==> src/rtl/uart_tx_buffered_pkg.sv <==
// Shared definitions for the buffered UART transmitter: the memory-mapped
// UART address, the FSM state encoding and the default bit period.
package uart_tx_buffered_pkg;

  // CPU store address that is decoded upstream into wr_en.
  localparam logic [31:0] UART_ADDR = 32'h1000_0000;

  // 125 MHz / 115200 baud.
  localparam int DEFAULT_BAUD_DIV = 1085;

  // 2-bit FSM state encodings.
  localparam logic [1:0] ST_IDLE_ENC  = 2'd0;
  localparam logic [1:0] ST_START_ENC = 2'd1;
  localparam logic [1:0] ST_DATA_ENC  = 2'd2;
  localparam logic [1:0] ST_STOP_ENC  = 2'd3;

  typedef enum logic [1:0] {
    S_IDLE  = ST_IDLE_ENC,
    S_START = ST_START_ENC,
    S_DATA  = ST_DATA_ENC,
    S_STOP  = ST_STOP_ENC
  } tx_state_e;

endpackage

==> src/rtl/uart_tx_buffered_sync_fifo.sv <==
// Single-clock FIFO with show-ahead read data. A push is accepted while the
// FIFO is not full, or when a pop happens in the same cycle; a simultaneous
// push and pop leave the occupancy unchanged.
module sync_fifo #(
  parameter int DATA_W = 8,
  parameter int DEPTH  = 16
) (
  input  logic              clk,
  input  logic              rst,
  input  logic              i_push,
  input  logic [DATA_W-1:0] i_data,
  input  logic              i_pop,
  output logic [DATA_W-1:0] o_data,
  output logic              o_full,
  output logic              o_empty
);

  localparam int PTR_W = $clog2(DEPTH);
  localparam int CNT_W = PTR_W + 1;

  logic [DATA_W-1:0] r_mem [DEPTH];
  logic [PTR_W-1:0]  r_wr_ptr;
  logic [PTR_W-1:0]  r_rd_ptr;
  logic [CNT_W-1:0]  r_count;

  logic w_push_ok;
  logic w_pop_ok;

  assign o_full    = (r_count == CNT_W'(DEPTH));
  assign o_empty   = (r_count == '0);
  assign w_pop_ok  = i_pop & ~o_empty;
  assign w_push_ok = i_push & (~o_full | w_pop_ok);
  assign o_data    = r_mem[r_rd_ptr];

  // Storage array: written on an accepted push.
  // NOTE: the data array has no reset; only pointers and count need a known state.
  always_ff @(posedge clk) begin
    if (w_push_ok) begin
      r_mem[r_wr_ptr] <= i_data;
    end
  end

  // Pointers wrap naturally because DEPTH is a power of two; count tracks occupancy.
  always_ff @(posedge clk or negedge rst) begin
    if (!rst) begin
      r_wr_ptr <= '0;
      r_rd_ptr <= '0;
      r_count  <= '0;
    end else begin
      if (w_push_ok) r_wr_ptr <= r_wr_ptr + PTR_W'(1);
      if (w_pop_ok)  r_rd_ptr <= r_rd_ptr + PTR_W'(1);
      case ({w_push_ok, w_pop_ok})
        2'b10:   r_count <= r_count + CNT_W'(1);
        2'b01:   r_count <= r_count - CNT_W'(1);
        default: r_count <= r_count;
      endcase
    end
  end

endmodule

==> src/rtl/uart_tx_buffered.sv <==
// Buffered 8N1 UART transmitter. CPU stores are queued in a FIFO and the FSM
// serialises them LSB first; back-to-back frames are sent with no idle gap.
// A sticky overflow flag records any byte dropped because the FIFO was full.
module uart_tx_buffered
  import uart_tx_buffered_pkg::*;
#(
  parameter int BAUD_DIV   = DEFAULT_BAUD_DIV,
  parameter int FIFO_DEPTH = 16,
  parameter int DATA_W     = 8
) (
  input  logic              clk,
  input  logic              rst,
  input  logic              wr_en,
  input  logic [DATA_W-1:0] wr_data,
  output logic              uart_tx,
  output logic              busy,
  output logic              full,
  output logic              overflow
);

  localparam int CNT_W = (BAUD_DIV > 1) ? $clog2(BAUD_DIV) : 1;
  localparam int BIT_W = $clog2(DATA_W);
  localparam logic [CNT_W-1:0] BAUD_LAST = CNT_W'(BAUD_DIV - 1);
  localparam logic [BIT_W-1:0] BIT_LAST  = BIT_W'(DATA_W - 1);

  tx_state_e         r_state;
  logic [CNT_W-1:0]  r_baud_cnt;
  logic [BIT_W-1:0]  r_bit_idx;
  logic [DATA_W-1:0] r_shift;
  logic              r_tx;
  logic              r_overflow;

  tx_state_e         w_state_nxt;
  logic [CNT_W-1:0]  w_baud_nxt;
  logic [BIT_W-1:0]  w_bit_nxt;
  logic [DATA_W-1:0] w_shift_nxt;
  logic              w_tx_nxt;
  logic              w_pop;
  logic              w_bit_end;
  logic              w_fifo_full;
  logic              w_fifo_empty;
  logic [DATA_W-1:0] w_fifo_data;

  sync_fifo #(
    .DATA_W (DATA_W),
    .DEPTH  (FIFO_DEPTH)
  ) u_fifo (
    .clk     (clk),
    .rst     (rst),
    .i_push  (wr_en),
    .i_data  (wr_data),
    .i_pop   (w_pop),
    .o_data  (w_fifo_data),
    .o_full  (w_fifo_full),
    .o_empty (w_fifo_empty)
  );

  assign w_bit_end = (r_baud_cnt == BAUD_LAST);

  // Next-state logic: bit timing, shifting and FIFO pops.
  // NOTE: every signal gets a default first so no path through the case infers a latch.
  always_comb begin
    w_state_nxt = r_state;
    w_baud_nxt  = w_bit_end ? '0 : r_baud_cnt + CNT_W'(1);
    w_bit_nxt   = r_bit_idx;
    w_shift_nxt = r_shift;
    w_pop       = 1'b0;
    case (r_state)
      S_IDLE: begin
        w_baud_nxt = '0;
        if (!w_fifo_empty) begin
          w_pop       = 1'b1;
          w_shift_nxt = w_fifo_data;
          w_bit_nxt   = '0;
          w_state_nxt = S_START;
        end
      end
      S_START: begin
        if (w_bit_end) begin
          w_bit_nxt   = '0;
          w_state_nxt = S_DATA;
        end
      end
      S_DATA: begin
        if (w_bit_end) begin
          if (r_bit_idx == BIT_LAST) begin
            w_state_nxt = S_STOP;
          end else begin
            w_shift_nxt = r_shift >> 1;
            w_bit_nxt   = r_bit_idx + BIT_W'(1);
          end
        end
      end
      S_STOP: begin
        if (w_bit_end) begin
          if (!w_fifo_empty) begin
            // Streamed frame: the next start bit follows the stop bit directly.
            w_pop       = 1'b1;
            w_shift_nxt = w_fifo_data;
            w_bit_nxt   = '0;
            w_state_nxt = S_START;
          end else begin
            w_state_nxt = S_IDLE;
          end
        end
      end
      default: w_state_nxt = S_IDLE;
    endcase

    // Line level for the cycle after the edge, registered so uart_tx cannot glitch.
    case (w_state_nxt)
      S_START: w_tx_nxt = 1'b0;
      S_DATA:  w_tx_nxt = w_shift_nxt[0];
      default: w_tx_nxt = 1'b1;
    endcase
  end

  // State register, datapath and sticky overflow flag.
  // NOTE: sequential state uses non-blocking assignments so all flops update together.
  always_ff @(posedge clk or negedge rst) begin
    if (!rst) begin
      r_state    <= S_IDLE;
      r_baud_cnt <= '0;
      r_bit_idx  <= '0;
      r_shift    <= '0;
      r_tx       <= 1'b1;
      r_overflow <= 1'b0;
    end else begin
      r_state    <= w_state_nxt;
      r_baud_cnt <= w_baud_nxt;
      r_bit_idx  <= w_bit_nxt;
      r_shift    <= w_shift_nxt;
      r_tx       <= w_tx_nxt;
      if (wr_en && w_fifo_full && !w_pop) r_overflow <= 1'b1;
    end
  end

  assign uart_tx  = r_tx;
  assign busy     = !w_fifo_empty || (r_state != S_IDLE);
  assign full     = w_fifo_full;
  assign overflow = r_overflow;

endmodule

==> config.mk <==
export PLATFORM = sky130hd
export DESIGN_NAME = uart_tx_buffered
export DESIGN_NICKNAME = d
export VERILOG_FILES = /design/src/rtl/uart_tx_buffered_pkg.sv /design/src/rtl/uart_tx_buffered_sync_fifo.sv /design/src/rtl/uart_tx_buffered.sv
export SDC_FILE = /design/constraint.sdc
export NUM_CORES = 1
export LEC_CHECK = 0
export ABC_CLOCK_PERIOD_IN_PS = 4160
export CORE_MARGIN = 2
export CORE_UTILIZATION = 55
export CTS_CLUSTER_SIZE = 12
export DETAILED_ROUTE_END_ITERATION = 8
export PLACE_DENSITY = 0.78
export SLEW_MARGIN = 20
export SYNTH_ARGS = -nofsm -noshare
export SYNTH_HDL_FRONTEND = slang
export SYNTH_HIERARCHICAL = 1
export SYNTH_SLANG_ARGS = --single-unit
==> constraint.sdc <==
create_clock -name clk -period 4.16 [get_ports clk]
set_input_delay 0.416 -clock clk [delete_from_list [all_inputs] [get_ports clk]]
set_output_delay 0.416 -clock clk [all_outputs]
set_load 0.03 [all_outputs]
==> metrics.md <==
| Metric | Value |
|---|---|
| Status | `completed` |
| N_diodes | `0` |
| Crit-path cells | `inv_1, ha_1, and4bb_2, a41oi_4, nor3_1, buf_4, o21ai_2, or2_2, fa_1, nand2b_1, a211o_1, o31a_1, o211ai_1` |
| Number of synthesized register bits | `167` |
| Synth-to-Final Area Change | `12.6%` |
| Clock skew | `0.0120 ns` |
| RSZ-0062 raised after global routing | `no` |
| Grt ovf | `0` |
| First-pass GRT wire length | `around 22000 um` |
| Hpwl dp | `9060 um` |
| CP max FO | `10` |
| Lkg Pwr | `2.96 nW` |
| CTS root buffer | `clkbuf_16` |
| Mapped Area | `7390 um^2` |
| Cts repair resizes | `0` |
| Largest net degree at the start of global routing | `40` |
| Final Hold Fails | `0` |
| Met2 usage | `33.7%` |
| Final instance area | `approximately 8300 um^2` |
| HP Class | `in2async` |
| Htree depth | `4` |
| VDD IR max | `approximately 0.34 mV` |
| Top_reg_cell synth | `edfxtp_1` |
| CP startpoint | `r_baud_cnt[0]` |
| Buf/Inv on CP | `2` |
| RePlAce Congestion | `0.871` |
| Post-synth top area share | `a little over half` |
| Via Count | `4083` |
| Slew @ Worst Pin | `0.885 ns` |
| Rel. slew slack | `41.0%` |
| Die Span Y | `about 120 um` |
| Synth Instances | `around 460` |
| Max cap viols | `0` |
| Initial antenna violation count | `0` |
| Final setup TNS | `0 ns` |
| Clk sink count | `167` |
| Vias in the first global route | `4128` |
| Final period util | `78.9%` |
| Die area | `14400 um^2` |
| Via density | `6.06` |
| Part of the Yosys area used for sequential elements | `roughly two thirds` |
| Clk buf depth | `2` |
| Hold_buf cts | `0` |
| Core area | `13200 um^2` |
| Commonest non-fill, non-tap cell in the layout | `edfxtp_1` |
| ANT nets after route | `0` |
| Tot Pwr | `around 4.2 mW` |
| Most Used Layer, Global Route | `met2` |
| Max incr delay on CP | `0.44 ns` |
| Family with the most delay on the worst path | `simple AND/OR/NAND/NOR gates` |
| Met1 usage | `27.9%` |
| Crit path DAT | `3.62 ns` |
| Gr usage total | `20.9%` |
| Placed cell areas | `7710 um^2` |
| Site row count | `42` |
| WL/cell | `20.5 um` |
| DRC Markers | `0` |
| Yosys warnings | `6` |
| Fmax | `305 MHz` |
| Final Setup Violations | `0` |
| Worst setup SP type | `flop` |
| FILL cells | `920` |
| Initial Util | `56.0%` |
| Input/output buffers | `14` |
| Slowest CP cell | `dfrtp_1` |
| Ys async rst share | `a little under a quarter` |
| Placed Instances | `642` |
| Final min period | `3.28 ns` |
| Final Max Tran Viols | `0` |
| CP required | `4.50 ns` |
| Synth top area cells | `edfxtp_1, dfrtp_1, mux4_2` |
| Syn nets | `494` |
| Drt first pass iters | `4` |
| Share of layout cells above drive strength 1 | `18.7%` |
| Most frequent cells in the layout | `edfxtp_1, dfrtp_1, mux4_2` |
| Met3 Use GR | `around 4.3%` |
| Initial DRC Count | `286` |
| CTS tree | `yes` |
| Pwr/cell area | `between 500 and 600 nW/um^2` |
| Yosys cell types | `62` |
| Io pins | `15` |
| Reg-to-reg critical path startpoint | `r_baud_cnt[0]` |
| Nets | `515` |
| Die X | `120 um` |
| Area leader, netlist | `edfxtp_1` |
| Syn_area_per_cell | `15.9 um^2` |
| Final core occ | `63.1%` |
| Number of flops mapped to enable cells by yosys | `128` |
| Post-CTS Repair Setup Buffers | `0` |
| Worst Setup End Kind | `flop` |
| CP Class | `reg2reg` |
| Cts bufs inserted | `17` |
| Skew-Pair Late Insertion Delay | `0.43 ns` |
| DRT Wirelength | `13800 um` |
| Final non-filler cell total | `674` |
| Clock transition at path regs | `0.06 ns` |
-- worst register-to-register path: stages (launching register included) --
cell and delay [ns]:
dfrtp_1 0.44, inv_1 0.08, ha_1 0.20, and4bb_2 0.31
a41oi_4 0.22, nor3_1 0.21, buf_4 0.21, o21ai_2 0.10
or2_2 0.32, fa_1 0.41, nand2b_1 0.18, a211o_1 0.28
o31a_1 0.11, o211ai_1 0.14
-- area by class of cell --
cell class | count | area [um^2] | share of cell area, %
clock buffer | 19 | 433 | 5.21
clock inverter | 13 | 170 | 2.05
timing repair buffer | 22 | 195 | 2.35
sequential | 167 | 4820 | 58.0
tap | 176 | 220 | 2.65
inverter | 16 | 60.1 | 0.722
multi-input combinational | 261 | 2420 | 29.1
-- per-stage QoR --
step | hold WS, ns | worst slack, ns
CTS | 0.135 | 0.904
global route | 0.180 | 0.685
global placement | 0.469 | 1.03
detailed placement | 0.476 | 0.931
floorplan | 0.120 | 0.942
finish | 0.113 | 0.879
-- Yosys cell counts (7+ instances only) --
cell type,number
and2_1,9
edfxtp_1,128
a22oi_1,16
nand2_1,25
a21oi_1,12
mux2i_1,8
nor2_1,26
mux4_2,32
nor3_1,7
inv_1,16
dfrtp_1,38
ha_1,18
nand3_1,10
buf_2,7
xnor2_1,10
xor2_1,7
clkbuf_1,8
and3_1,9
-- kinds of logic (layout without fill, tap and decap cells) --
family | after synthesis | after routing | synth area share, %
AO/OA/AOI/OAI | 66 | 66 | 7.01
XOR/XNOR | 17 | 17 | 2.02
adder cells (fa/ha/maj) | 19 | 19 | 3.32
buffers and inverters | 36 | 70 | 2.05
flip-flops | 167 | 167 | 65.2
multiplexers | 44 | 44 | 11.4
AND/OR/NAND/NOR | 115 | 115 | 8.91
-- routing by layer --
layer,wire length (um),part of all wire (%)
met4,242,1.8
met2,6960,50
met3,708,5.1
met1,5890,43
met5,0,0
-- flip-flops by register name (all words and copies together), names as in the netlist --
| name | count |
|---|---|
| overflow | 1 |
| u_fifo/r_count | 5 |
| u_fifo/r_wr_ptr | 4 |
| r_shift | 8 |
| u_fifo/r_rd_ptr | 4 |
| u_fifo/r_mem | 128 |
| uart_tx | 1 |
| r_baud_cnt | 11 |
| r_bit_idx | 3 |
| r_state | 2 |
-- where the power goes --
group | total [mW] | switching, mW | internal (mW)
Clock | 1.59 | 0.641 | 0.953
Combinational | 0.558 | 0.323 | 0.235
Sequential | 2.07 | 0.0989 | 1.98
-- path summary, 6_finish.rpt --
kind / slack, ns / cells after the start / end
worst max-delay path: 0.88 / 13 / u_fifo/r_count[4]
worst min register to register: 0.48 / 1 / overflow
min in group clk: 0.48 / 1 / overflow
worst min-delay path: 0.11 / 1 / r_shift[4]
max in group asynchronous: 3.43 / 1 / u_fifo/r_rd_ptr[0]
worst max register to register: 0.88 / 13 / u_fifo/r_count[4]
Power figures use the tool's default switching activity.
==> edit: new RTL, same settings <==
`r_shift` no longer has a reset.
--- a/src/rtl/uart_tx_buffered.sv
+++ b/src/rtl/uart_tx_buffered.sv
@@ -122,17 +122,19 @@
       r_state    <= S_IDLE;
       r_baud_cnt <= '0;
       r_bit_idx  <= '0;
-      r_shift    <= '0;
       r_tx       <= 1'b1;
       r_overflow <= 1'b0;
     end else begin
       r_state    <= w_state_nxt;
       r_baud_cnt <= w_baud_nxt;
       r_bit_idx  <= w_bit_nxt;
-      r_shift    <= w_shift_nxt;
       r_tx       <= w_tx_nxt;
       if (wr_en && w_fifo_full && !w_pop) r_overflow <= 1'b1;
     end
+  end
+
+  always_ff @(posedge clk) begin
+    r_shift <= w_shift_nxt;
   end
 
   assign uart_tx  = r_tx;
Function: no difference found for any inputs over 10 cycles, from zero or initial values and one cycle with rst low; that may be too few to reach the edited logic, so the function may still have changed.
==> edit against the original RTL <==
  * Fmax up 4.8%
  * Area after synthesis decreased by 1.8%
  * Cell count decreased by 3.3%
  * Worst setup slack improved by 0.15 ns
  * Non-clock buffer count unchanged
  * Power is 2.3% lower
  * Sequential share of layout area up 1.5 points
  * Sequential cell count unchanged
  * Critical path depth unchanged
  * Cell area shrank 1.9%
  * Wire length fell by 3.8%
==> edit: results (changes against the original RTL) <==
Run status
  – Outcome: finished clean (unchanged)

Placed design
  – Setup WS pre-CTS: 1.09 ns (was 0.931 ns)
  – Hpwl dp: 8640 um (was 9060 um)
  – Placed cell count: 620 (was 642)
  – IO Port Bufs: 14 (unchanged)
  – Final GP Congestion: 0.831 (was 0.871)
  – DP Area: 7590 um2 (was 7710 um2)

STA
  – Final Cycle Share: 75.3% (was 78.9%)
  – Hold WS: 0.382 ns (was 0.113 ns)
  – Setup Skew: 0.00880 ns (was 0.0120 ns)
  – Worst slew margin: 42.5% (was 41.0%)

Routing
  – Drt pass-1 iters: 6 (was 4)
  – Routed WL per cell: 20.4 um (was 20.5 um)
  – Met3 wire len: 640 um (was 708 um)
  – Met2 WL: 6750 um (was 6960 um)
  – Total number of vias: 3,934 (was 4,083)
  – WL met1: 5660 um (was 5890 um)
  – DR iter-0 viols: 359 (was 286)

Power
  – Leakage: 2.88 nW (was 2.96 nW)
  – Peak VDD IR: 414 uV (was 336 uV)
  – Net switching power: 0.00107 W (was 0.00106 W)

Global routing
  – Largest net degree at the start of global routing: 32 (was 40)
  – Met3 Use GR: 5.36% (was 4.33%)
  – Met2 Resource Use GR: 32.9% (was 33.7%)
  – Gr usage total: 20.6% (was 20.9%)
  – Number of global-route vias before repair: 4,045 (was 4,128)
  – Initial antenna violation count: 0 (unchanged)
  – GRT met1 Usage: 27.5% (was 27.9%)
  – First-pass GRT wire length: 21,600 um (was 22,200 um)

Cells and area
  – Fraction of layout cells with a size suffix above 1: 17.9% (was 18.7%)
  – Non-filler cells, final: 652 (was 674)
  – Area of the multi-input gates: 2280 um2 (was 2420 um2)
  – Filler cell count: 850 (was 920)
  – Final net count: 497 (was 515)

Synthesis
  – Syn Area/Cell: 16.3 um2 (was 15.9 um2)
  – Number of synthesized flops with an enable pin: 135 (was 128)
  – Commonest cells in the netlist: edfxtp_1, mux4_2, dfrtp_1 (was edfxtp_1, dfrtp_1, mux4_2)
  – Synth Flop Type: edfxtp_1 (unchanged)
  – Mapped Nets: 474 (was 494)
  – Largest cells by area after synthesis: edfxtp_1, dfrtp_1, mux4_2 (unchanged)
  – Distinct cell type count after synthesis: 61 (was 62)
  – Ys async rst share: 18.6% (was 23.4%)
  – Register area share after synthesis: 66.9% (was 65.2%)

Worst setup path
  – Worst EP arrival: 3.43 ns (was 3.62 ns)
  – Worst path slowest cell: dfrtp_1 (unchanged)

Clock network
  – Clock transition at the registers of the reported paths: 0.06 ns (about the same)
  – CTS Buffer Depth: 2 (unchanged)
## edit: cell count changes in the layout (fill, tap and decap cells not counted), sizes merged, moves of 3 or more
cell,delta
dfrtp,-8
a21oi,-7
o21ai,+4
o31ai,-7
edfxtp,+7
inv,-3
clkinv,+3
## edit: power groups by stage
stage	clock, W	sequential [W]	combinational [W]
after global placement	0	0.00211	0.000532
after CTS	0.00152	0.00209	0.000555
after global routing	0.00158	0.00210	0.000606
after detailed placement	0	0.00212	0.000554
final	0.00149	0.00209	0.000552
after floorplan	0	0.00209	0.000391
## edit: cell type report
cell class,instances,share of cell area (%)
Timing Repair Buffer,22,2.45
Multi-Input combinational cell,248,28.0
Inverter,11,0.506
Clock inverter,15,1.78
Sequential cell,167,59.4
Clock buffer,17,5.21
Tap cell,172,2.64
## edit: cells by family after synthesis
| kind of cell | synth area share, % |
|---|---|
| flops | 66.9 |
| simple gates | 8.90 |
| compound gates | 5.21 |
| mux | 11.9 |
| buf+inv | 1.67 |
| fa+ha+maj | 3.38 |
| xor+xnor | 2.05 |
